### config.mk
export PLATFORM = sky130hd
export DESIGN_NAME = mips_mc_control
export DESIGN_NICKNAME = d
export VERILOG_FILES = /design/src/rtl/mips_mc_control.sv
export SDC_FILE = /design/constraint.sdc
export NUM_CORES = 1
export LEC_CHECK = 0
export CAP_MARGIN = 20
export CORE_MARGIN = 4
export CORE_UTILIZATION = 25
export CTS_BUF_LIST = sky130_fd_sc_hd__clkbuf_4
export DETAILED_ROUTE_END_ITERATION = 8
export PLACE_DENSITY = 0.69
export SETUP_SLACK_MARGIN = 0.3
export SYNTH_ARGS = -nofsm -noshare
export SYNTH_HDL_FRONTEND = slang
export SYNTH_SLANG_ARGS = --single-unit
### constraint.sdc
create_clock -name clk -period 1.24 [get_ports clk]
set_clock_uncertainty 0.05 [all_clocks]
set_input_delay 0.248 -clock clk [delete_from_list [all_inputs] [get_ports clk]]
set_output_delay 0.248 -clock clk [all_outputs]
set_load 0.02 [all_outputs]
### src/rtl/mips_mc_control.sv
// Main control FSM for the multicycle MIPS datapath (lw, sw, R-type, beq, addi, j).
// Define MIPS_CTRL_PERF_EN to build the cycle/instruction performance counters.
module mips_mc_control #(
  parameter int CNT_W = 32
) (
  input  logic             clk,
  input  logic             rst,
  input  logic [5:0]       opcode,
  input  logic             inst_valid,
  input  logic             mem_ready,
  output logic [3:0]       current_state,
  output logic             pc_write,
  output logic             pc_write_cond,
  output logic             i_or_d,
  output logic             mem_read,
  output logic             mem_write,
  output logic             ir_write,
  output logic             mem_to_reg,
  output logic             reg_dst,
  output logic             reg_write,
  output logic             alu_src_a,
  output logic [1:0]       alu_src_b,
  output logic [1:0]       alu_op,
  output logic [1:0]       pc_source,
  output logic             valid,
  output logic             illegal,
  output logic [CNT_W-1:0] cycle_cnt,
  output logic [CNT_W-1:0] instr_cnt
);

  localparam logic [3:0] S_FETCH  = 4'd0;
  localparam logic [3:0] S_DECODE = 4'd1;
  localparam logic [3:0] S_MEMADR = 4'd2;
  localparam logic [3:0] S_MEMRD  = 4'd3;
  localparam logic [3:0] S_MEMWB  = 4'd4;
  localparam logic [3:0] S_MEMWR  = 4'd5;
  localparam logic [3:0] S_EXEC   = 4'd6;
  localparam logic [3:0] S_ALUWB  = 4'd7;
  localparam logic [3:0] S_BRANCH = 4'd8;
  localparam logic [3:0] S_ADDIEX = 4'd9;
  localparam logic [3:0] S_ADDIWB = 4'd10;
  localparam logic [3:0] S_JUMP   = 4'd11;

  localparam logic [5:0] OP_RTYPE = 6'h00;
  localparam logic [5:0] OP_J     = 6'h02;
  localparam logic [5:0] OP_BEQ   = 6'h04;
  localparam logic [5:0] OP_ADDI  = 6'h08;
  localparam logic [5:0] OP_LW    = 6'h23;
  localparam logic [5:0] OP_SW    = 6'h2B;

  logic [3:0] state_q, state_d;

  always_ff @(posedge clk or negedge rst) begin
    if (!rst) state_q <= S_FETCH;
    else      state_q <= state_d;
  end

  assign current_state = state_q;

  // Codes 12-15 fall into the default arm and recover to FETCH.
  always_comb begin
    state_d = S_FETCH;
    case (state_q)
      S_FETCH:  state_d = inst_valid ? S_DECODE : S_FETCH;
      S_DECODE: begin
        case (opcode)
          OP_LW, OP_SW: state_d = S_MEMADR;
          OP_RTYPE:     state_d = S_EXEC;
          OP_BEQ:       state_d = S_BRANCH;
          OP_ADDI:      state_d = S_ADDIEX;
          OP_J:         state_d = S_JUMP;
          default:      state_d = S_FETCH;
        endcase
      end
      S_MEMADR: state_d = (opcode == OP_LW) ? S_MEMRD : S_MEMWR;
      S_MEMRD:  state_d = mem_ready ? S_MEMWB : S_MEMRD;
      S_MEMWR:  state_d = mem_ready ? S_FETCH : S_MEMWR;
      S_EXEC:   state_d = S_ALUWB;
      S_ADDIEX: state_d = S_ADDIWB;
      default:  state_d = S_FETCH;
    endcase
  end

  always_comb begin
    pc_write      = 1'b0;
    pc_write_cond = 1'b0;
    i_or_d        = 1'b0;
    mem_read      = 1'b0;
    mem_write     = 1'b0;
    ir_write      = 1'b0;
    mem_to_reg    = 1'b0;
    reg_dst       = 1'b0;
    reg_write     = 1'b0;
    alu_src_a     = 1'b0;
    alu_src_b     = 2'b00;
    alu_op        = 2'b00;
    pc_source     = 2'b00;
    valid         = 1'b0;
    illegal       = 1'b0;
    case (state_q)
      S_FETCH: begin
        mem_read  = 1'b1;
        alu_src_b = 2'b01;
        ir_write  = inst_valid;
        pc_write  = inst_valid;
      end
      S_DECODE: begin
        alu_src_b = 2'b11;
        illegal   = !(opcode inside {OP_LW, OP_SW, OP_RTYPE, OP_BEQ, OP_ADDI, OP_J});
      end
      S_MEMADR, S_ADDIEX: begin
        alu_src_a = 1'b1;
        alu_src_b = 2'b10;
      end
      S_MEMRD: begin
        i_or_d   = 1'b1;
        mem_read = 1'b1;
      end
      S_MEMWB: begin
        mem_to_reg = 1'b1;
        reg_write  = 1'b1;
        valid      = 1'b1;
      end
      S_MEMWR: begin
        i_or_d    = 1'b1;
        mem_write = 1'b1;
        valid     = mem_ready;
      end
      S_EXEC: begin
        alu_src_a = 1'b1;
        alu_op    = 2'b10;
      end
      S_ALUWB: begin
        reg_dst   = 1'b1;
        reg_write = 1'b1;
        valid     = 1'b1;
      end
      S_BRANCH: begin
        alu_src_a     = 1'b1;
        alu_op        = 2'b01;
        pc_source     = 2'b01;
        pc_write_cond = 1'b1;
        valid         = 1'b1;
      end
      S_ADDIWB: begin
        reg_write = 1'b1;
        valid     = 1'b1;
      end
      S_JUMP: begin
        pc_source = 2'b10;
        pc_write  = 1'b1;
        valid     = 1'b1;
      end
      default: ;
    endcase
    // Strobes must be dead the instant reset asserts, before the state register settles.
    if (!rst) begin
      pc_write      = 1'b0;
      pc_write_cond = 1'b0;
      ir_write      = 1'b0;
      mem_read      = 1'b0;
      mem_write     = 1'b0;
      reg_write     = 1'b0;
      valid         = 1'b0;
      illegal       = 1'b0;
    end
  end

`ifdef MIPS_CTRL_PERF_EN
  logic [CNT_W-1:0] cycle_cnt_q, instr_cnt_q;

  always_ff @(posedge clk or negedge rst) begin
    if (!rst) begin
      cycle_cnt_q <= '0;
      instr_cnt_q <= '0;
    end else begin
      cycle_cnt_q <= cycle_cnt_q + CNT_W'(1);
      if (valid) instr_cnt_q <= instr_cnt_q + CNT_W'(1);
    end
  end

  assign cycle_cnt = cycle_cnt_q;
  assign instr_cnt = instr_cnt_q;
`else
  assign cycle_cnt = '0;
  assign instr_cnt = '0;
`endif

endmodule

==> flow_metrics.env, run 1 <==
export IMPL_status="finished with violations"
export IMPL_failed_checks="negative setup slack"
export IMPL_largest_register_ffs=4
export IMPL_synthFlopType="dfrtp_1"
export IMPL_maxCapViolCount=0
export IMPL_crit_fanout=7
export IMPL_area_delta_synth_final_pct=59.6
export IMPL_yosys_top_cells_count="65 x buf_4, 10 x nor3_1, 8 x nor2_1"
export IMPL_io_pins=96
export IMPL_p_sw_w=0.00109
export IMPL_period_needed_ns=1.73
export IMPL_drc=0
export IMPL_ff2ff_setup_slack_ns=-0.26
export IMPL_cts_buffer_depth=2
export IMPL_cts_tree="built"
export IMPL_finalInstanceArea_um2=1760
export IMPL_combinationalPowerShare_pct=81.9
export IMPL_firstDrtPassIters=4
export IMPL_max_stage_delay_ns=0.48
export IMPL_fp_dieH_um=74.3
export IMPL_p_leak_nw=0.859
export IMPL_yosysTopAreaCell="buf_4"
export IMPL_rr_worst_depth=6
export IMPL_path_clk_slew_ns=0.04
export IMPL_crit_path_cell_trace="buf_6 -> nand2b_4 -> a2111oi_4 -> buf_4"
export IMPL_pwr_share_clk_pct=7.6
export IMPL_endpoint="illegal"
export IMPL_grt_pass1_wl_mm=4.06
export IMPL_start_util_pct=26.7
export IMPL_cts_sinks=4
export IMPL_slowest_stage="dfrtp_2"
export IMPL_worst_setup_path_start_kind="flip-flop"
export IMPL_synth_edff_count=0
export IMPL_startpoint="current_state[0]"
export IMPL_place_area_um2=1520
export IMPL_clk_latency_ns=0.25
export IMPL_vias_per_cell=4.04
export IMPL_synth_most_common_cell="buf_4"
export IMPL_synth_area_per_cell_um2=7.48
export IMPL_n_antenna_cell=0
export IMPL_drt_wl_total_mm=3.04
export IMPL_antenna_found_initial=0
export IMPL_core_area_um2=4120
export IMPL_hold_violations=0
export IMPL_cp_arrival_ns=1.43
export IMPL_async_reset_ff_share_pct=100
export IMPL_utilization_pct=42.7
export IMPL_ys_warnings_count=0
export IMPL_timing_final_crit_share_pct=139
export IMPL_clock_fmax_mhz=580
export IMPL_yosysSeqAreaShare_pct=9.10
export IMPL_yosysUniqueCellTypes=41
export IMPL_grt_max_degree=11
export IMPL_ant_nets=0
export IMPL_num_vias=1050
export IMPL_ir_worst_vdd_uv=365
export IMPL_setup_violations=25
export IMPL_drive_gt1_share_pct=51.0
export IMPL_end_kind="output pin"
export IMPL_fin_ws_ns=-0.485
export IMPL_gp_congestion=0.824
export IMPL_drv_slew=0
export IMPL_grt_pass1_vias=890
export IMPL_yosys_top_cells_area="buf_4 44%, dfrtp_1 9.1%, nor3_1 4.6%"
export IMPL_drt_iter0_drc=22
export IMPL_swShare_pct=47.1
export IMPL_synth_top_area_share_pct=44.4
export IMPL_die_w_um=74.3
export IMPL_sequentialPowerShare_pct=10.5
export IMPL_synth_seq_cells=4
export IMPL_layout_nets=222
export IMPL_cell_internal_pwr_w=0.00122
export IMPL_grt_remaining_overflow=0
export IMPL_required_ns=0.94
export IMPL_synthCells=147
export IMPL_htreeDepth=1
export IMPL_track_usage_pct=9.45
export IMPL_rsz0062_at_grt="yes"
export IMPL_cts_root_buf="clkbuf_4"
export IMPL_rows=23
export IMPL_power_density_nw_per_um2=1320
export IMPL_r2r_start="current_state[0]"
export IMPL_reg2reg_to="current_state[0]"
export IMPL_hpwl_mm=2.32
export IMPL_post_drt_wl_per_cell_um=11.7
export IMPL_path_class="flip-flop to output pin"
export IMPL_port_buffers=31
export IMPL_syn_area_um2=1100
export IMPL_min_delay_path_class="input pin to async pin"
export IMPL_die_area_um2=5520
export IMPL_numCtsBuffers=3
-- through the flow --
step / cells / total power [W] / TNS (ns) / setup slack [ns] / hold WS, ns
final: 260 / 0.00231 / -8.34 / -0.485 / 0.289
after floorplan: 210 / 0.00129 / -4.32 / -0.391 / -0.0976
after global placement: 248 / 0.00165 / -14.48 / -1.08 / 0.544
after CTS: 255 / 0.00198 / -7.97 / -0.475 / 0.296
after global routing: 260 / 0.00244 / -9.70 / -0.541 / 0.309
after detailed placement: 248 / 0.00166 / -14.71 / -1.13 / 0.549
-- layer usage --
layer	vias up	global-route usage (%)	part of all wire, %
li1	502	-	-
met3	4	0.946	10
met1	487	11.5	36
met5	-	0	0
met4	0	4.15	1.5
met2	57	16.8	53
-- logic make-up (layout without fill, tap and decap cells) --
| kind of cell | after synthesis | after routing | share of synthesized area [%] |
|---|---|---|---|
| other | 1 | 64 | 0.341 |
| and+or+nand+nor | 42 | 42 | 21.7 |
| AOI/OAI and AO/OA | 22 | 22 | 17.3 |
| xor gates and xnor gates | 3 | 3 | 2.39 |
| DFF | 4 | 4 | 9.10 |
| buffers and inverters | 75 | 75 | 49.1 |
-- critical path: cells and delay by family (launching register included) --
family / cells / cell delay [ns]
buffers and inverters: 2 / 0.34
flip-flops: 1 / 0.48
AO/OA/AOI/OAI: 1 / 0.29
AND/OR/NAND/NOR: 1 / 0.07
-- power groups by stage --
stage	Sequential [W]	Clock (W)	Combinational (W)
floorplan	0.000242	0	0.00105
global placement	0.000230	0	0.00142
detailed placement	0.000229	0	0.00143
CTS	0.000236	0.000177	0.00157
global route	0.000249	0.000188	0.00200
finish	0.000242	0.000176	0.00189
-- final cells by class --
type | instances | area, µm²
multi-input cells | 131 | 938
repair buffers | 69 | 616
well taps | 50 | 62.6
inverters | 3 | 11.3
clock buffers | 3 | 22.5
flip-flops and latches | 4 | 105
fillers | 427 | 2360
-- what timing repair did --
item,4_1_cts,5_1_grt
hold buffers,0,0
resized for setup,136,25
pin swaps,6,8
endpoints found under the setup margin,26,26
buffers inserted,4,5
-- worst min-delay path by stage --
stage,end,slack (ns),depth (start not counted)
final,current_state[2],0.29,2
after global routing,current_state[2],0.31,2
after CTS,current_state[2],0.30,2
after detailed placement,current_state[3],0.55,2
after global placement,current_state[1],0.54,2
after floorplan,current_state[0],-0.1,0
-- layout by cell type (no fill, tap or decap), types with 3 or more instances in the layout --
cell              n
nor3_2            6
nor2_1            4
buf_6            19
clkbuf_4          3
nand2b_4          4
dfrtp_2           4
buf_4            37
clkdlybuf4s50_1   3
dlygate4sd2_1     6
conb_1           64
Power figures use the tool's default switching activity.
==> inputs of run 2 (changes only) <==
CORE_MARGIN = unset   (was 4)
==> run 2 against run 1 <==
The flow still finishes with violations (negative setup slack). Critical path type unchanged. Clock power decreased by 7%. Non-clock buffer count increased by 5. Die area decreased by 15%. Worst hold slack improved by 0.065 ns. Critical path depth unchanged. Maximum frequency increased by 2.2%.
==> flow_metrics.env, run 2 (synthesized netlist as in run 1, its figures left out) <==
export IMPL_worst_setup_path_start_kind="flip-flop"
export IMPL_fp_dieH_um=68.3
export IMPL_track_usage_pct=12.5
export IMPL_crit_family="flip-flops"
export IMPL_port_buffers=31
export IMPL_drc=0
export IMPL_maxCapViolCount=0
export IMPL_rows=23
export IMPL_path_buf_inv=1
export IMPL_drt_iter0_drc=11
export IMPL_grt_pass1_vias=900
export IMPL_drv_slew=0
export IMPL_holdBufCountCts=0
export IMPL_setup_violations=25
export IMPL_seq_area_um2=105
export IMPL_period_needed_ns=1.69
export IMPL_failed_checks="negative setup slack"
export IMPL_area_delta_synth_final_pct=65.8
export IMPL_startpoint="current_state[1]"
export IMPL_gp_congestion=0.763
export IMPL_fill_cells=421
export IMPL_power_density_nw_per_um2=1220
export IMPL_timing_final_crit_share_pct=136
export IMPL_multiInputGateArea_um2=932
export IMPL_cts_tree="built"
export IMPL_firstDrtPassIters=4
export IMPL_start_util_pct=26.7
export IMPL_core_area_um2=4120
export IMPL_timing_hold_ws_ns=0.354
export IMPL_cts_root_buf="clkbuf_4"
export IMPL_numCtsBuffers=3
export IMPL_io_pins=96
export IMPL_required_ns=0.94
export IMPL_vias_per_cell=4.03
export IMPL_antenna_found_initial=0
export IMPL_ir_worst_vdd_uv=410
export IMPL_ant_nets=0
export IMPL_fin_ws_ns=-0.448
export IMPL_layout_nets=227
export IMPL_largest_register_ffs=4
export IMPL_r2r_start="current_state[1]"
export IMPL_cts_sinks=4
export IMPL_drive_gt1_share_pct=51.6
export IMPL_end_kind="output pin"
export IMPL_n_antenna_cell=0
export IMPL_rsz0062_at_grt="yes"
export IMPL_p_leak_nw=0.905
export IMPL_slowest_stage="dfrtp_2"
export IMPL_crit_path_cell_trace="and2b_4 -> nor3_2 -> o21a_2 -> buf_6"
export IMPL_grt_max_degree=12
export IMPL_crit_fanout=6
export IMPL_post_drt_wl_per_cell_um=10.8
export IMPL_min_delay_path_class="input pin to async pin"
export IMPL_htreeDepth=1
export IMPL_hold_violations=0
export IMPL_clk_latency_ns=0.24
export IMPL_max_stage_delay_ns=0.45
export IMPL_hpwl_mm=2.02
export IMPL_status="finished with violations"
export IMPL_utilization_pct=44.3
export IMPL_grt_pass1_wl_mm=4.27
export IMPL_layout_common_cells="64 x conb_1, 36 x buf_4, 24 x buf_6"
export IMPL_cts_buffer_depth=2
export IMPL_die_area_um2=4670
export IMPL_mostFrequentLayoutCell="conb_1"
export IMPL_drt_wl_total_mm=2.86
export IMPL_num_vias=1067
export IMPL_grt_remaining_overflow=0
export IMPL_path_clk_slew_ns=0.04
export IMPL_die_w_um=68.3
export IMPL_path_class="flip-flop to output pin"
export IMPL_cp_arrival_ns=1.39
export IMPL_clock_fmax_mhz=592
run 2: cell count changes in the layout (fill, tap and decap cells not counted), sizes merged:
cell / previous run / this run
buf: 59 / 64
run 2: worst register-to-register path: cells and delay by family (launching register included):
kind                   cells  cell delay, ns
buffers and inverters      4            0.48
DFF                        1            0.45
AOI/OAI and AO/OA          2            0.33
and+or+nand+nor            1            0.16
run 2: metrics by stage:
step | area (µm²) | total power (W) | cells | setup slack, ns | TNS (ns)
CTS | 1720 | 0.00209 | 257 | -0.433 | -7.75
finish | 1820 | 0.00223 | 265 | -0.448 | -7.96
floorplan | 1480 | 0.00129 | 210 | -0.391 | -4.32
global placement | 1520 | 0.00166 | 248 | -1.02 | -14.34
detailed placement | 1520 | 0.00167 | 248 | -1.05 | -14.63
global route | 1820 | 0.00237 | 265 | -0.505 | -9.34
run 2: layer usage:
layer	routed length [µm]	track usage [%]	share of wire, %
met1	1120	14.2	39
met2	1520	22.5	53
met3	189	2.17	6.6
met4	29	5.47	1.0
met5	0	0	0
run 2: final timing paths:
kind	slack (ns)	cells past startpoint	to
max reg2reg	-0.36	7	current_state[2]
min	0.35	2	current_state[2]
min reg2reg	0.75	3	current_state[3]
max in group asynchronous	0.64	2	current_state[3]
max	-0.45	4	reg_write
min in group clk	0.51	4	current_state[3]
run 2: area by class of cell:
cell class	instances	share of cell area, %
Multi-Input combinational cell	131	51.1
Timing Repair Buffer	74	37.8
Sequential cell	4	5.77
Tap cell	50	3.43
Clock buffer	3	1.24
Inverter	3	0.618
run 2: power breakdown:
group / switching [W] / internal (W) / total [W]
clock: 0.0000558 / 0.000108 / 0.000164
combinational: 0.000918 / 0.000896 / 0.00181
sequential: 0.0000865 / 0.000164 / 0.000251
total: 0.00106 / 0.00117 / 0.00223
run 2: what timing repair did:
action	4_1_cts	5_1_grt
pin swaps	14	4
buffers inserted	6	8
endpoints found under the setup margin	26	26
resized for setup	158	14
==> inputs of run 3 (changes only) <==
SETUP_SLACK_MARGIN = unset   (was 0.3)
==> run 3 against run 2 <==
The flow still finishes with violations (negative setup slack). Sequential power shrank 4%. Highest routed layer unchanged. Largest cell class unchanged. Sequential share of layout area decreased by 0.063 points. Maximum frequency is 2.4% lower. Count of clock-buffer cells in the layout unchanged. First-iteration DRC count rose by 55%. Power fell by 1.0%.
==> flow_metrics.env, run 3 (synthesized netlist as in run 1, its figures left out) <==
export IMPL_status="finished with violations"
export IMPL_failed_checks="negative setup slack"
export IMPL_rr_worst_depth=4
export IMPL_reg2reg_to="current_state[1]"
export IMPL_largest_register_ffs=4
export IMPL_track_usage_pct=12.0
export IMPL_wl_met3_um=190
export IMPL_timing_final_crit_share_pct=139
export IMPL_topRoutingLayerUsed="met4"
export IMPL_port_buffers=31
export IMPL_ant_nets=0
export IMPL_io_pins=96
export IMPL_grt_max_degree=11
export IMPL_wl_met2_mm=1.53
export IMPL_final_cells=264
export IMPL_rows=23
export IMPL_drive_gt1_share_pct=52.3
export IMPL_maxCapViolCount=0
export IMPL_min_delay_path_class="input pin to async pin"
export IMPL_core_area_um2=4120
export IMPL_dp_cells=246
export IMPL_firstDrtPassIters=4
export IMPL_layout_common_cells="64 x conb_1, 33 x buf_6, 29 x buf_4"
export IMPL_drt_wl_total_mm=2.91
export IMPL_r2r_start="current_state[3]"
export IMPL_cp_arrival_ns=1.43
export IMPL_p_leak_nw=0.894
export IMPL_power_density_nw_per_um2=1200
export IMPL_path_clk_slew_ns=0.04
export IMPL_setup_violations=25
export IMPL_hold_violations=0
export IMPL_tns_ns=-8.04
export IMPL_area_delta_synth_final_pct=67.6
export IMPL_timing_hold_ws_ns=0.304
export IMPL_layout_nets=226
export IMPL_utilization_pct=44.8
export IMPL_die_area_um2=4670
export IMPL_seq_area_um2=105
export IMPL_drc=0
export IMPL_crit_fanout=6
export IMPL_hpwl_mm=2.05
export IMPL_mostFrequentLayoutCell="conb_1"
export IMPL_grt_pass1_vias=844
export IMPL_startpoint="current_state[1]"
export IMPL_cts_buffer_depth=2
export IMPL_fin_ws_ns=-0.490
export IMPL_fp_dieH_um=68.3
export IMPL_cts_root_buf="clkbuf_4"
export IMPL_antenna_found_initial=0
export IMPL_ir_worst_vdd_uv=358
export IMPL_drt_iter0_drc=17
export IMPL_n_antenna_cell=0
export IMPL_grt_pass1_wl_mm=4.02
export IMPL_gp_congestion=0.826
export IMPL_clock_fmax_mhz=578
export IMPL_fill_cells=421
export IMPL_m1WireLength_mm=1.13
export IMPL_period_needed_ns=1.73
export IMPL_cts_sinks=4
export IMPL_htreeDepth=1
export IMPL_clk_latency_ns=0.24
export IMPL_numCtsBuffers=3
export IMPL_required_ns=0.94
export IMPL_endpoint="reg_write"
export IMPL_end_kind="output pin"
export IMPL_rsz0062_at_grt="yes"
export IMPL_cts_tree="built"
export IMPL_drv_slew=0
export IMPL_post_drt_wl_per_cell_um=11.0
export IMPL_holdBufCountCts=0
export IMPL_worst_setup_path_start_kind="flip-flop"
export IMPL_start_util_pct=26.7
export IMPL_die_w_um=68.3
export IMPL_multiInputGateArea_um2=935
export IMPL_ff2ff_setup_slack_ns=-0.26
export IMPL_grt_remaining_overflow=0
export IMPL_vias_per_cell=4.05
export IMPL_finalPower_w=0.00221
export IMPL_num_vias=1069
export IMPL_path_class="flip-flop to output pin"
run 3: cell types whose count changed in the layout (fill, tap and decap cells not counted), sizes merged:
| cell | change |
|---|---|
| clkdlybuf4s15 | -1 |
run 3: critical path, stage by stage, from the launching register on:
cell and delay, ns:
dfrtp_2 0.46, and2b_4 0.35, nor3_2 0.05, o21a_2 0.20
buf_6 0.13
run 3: area by class of cell:
type,count,share of cell area [%]
multi-input combinational,131,50.7
timing repair buffer,73,38.4
sequential,4,5.70
tap,50,3.39
clock buffer,3,1.22
inverter,3,0.611
run 3: worst min-delay path by stage:
| stage | slack [ns] | depth (start not counted) | end |
|---|---|---|---|
| final | 0.30 | 2 | current_state[2] |
| after floorplan | -0.1 | 0 | current_state[0] |
| after CTS | 0.30 | 2 | current_state[2] |
| after detailed placement | 0.55 | 2 | current_state[3] |
| after global routing | 0.32 | 2 | current_state[2] |
| after global placement | 0.56 | 2 | current_state[3] |
run 3: repair_timing:
action	CTS	global route
pin swaps	8	9
endpoints found under the setup margin	26	26
cloned	0	0
buffers inserted	8	9
hold endpoints to repair	0	0
resized for setup	148	38
run 3: where the power goes:
| group | switching, W | internal [W] |
|---|---|---|
| sequential | 0.0000776 | 0.000165 |
| clock | 0.0000567 | 0.000108 |
| combinational | 0.000918 | 0.000883 |
| total | 0.00105 | 0.00116 |
run 3: per-layer routing:
metal,GRT usage [%],up-vias
met3,1.83,4
li1,-,511
met2,20.1,57
met5,0,-
met4,7.03,0
met1,14.3,497
run 3: through the flow:
step | area, µm² | setup slack [ns]
floorplan | 1480 | -0.391
global placement | 1500 | -1.08
detailed placement | 1500 | -1.11
CTS | 1630 | -0.448
global route | 1840 | -0.529
finish | 1840 | -0.490
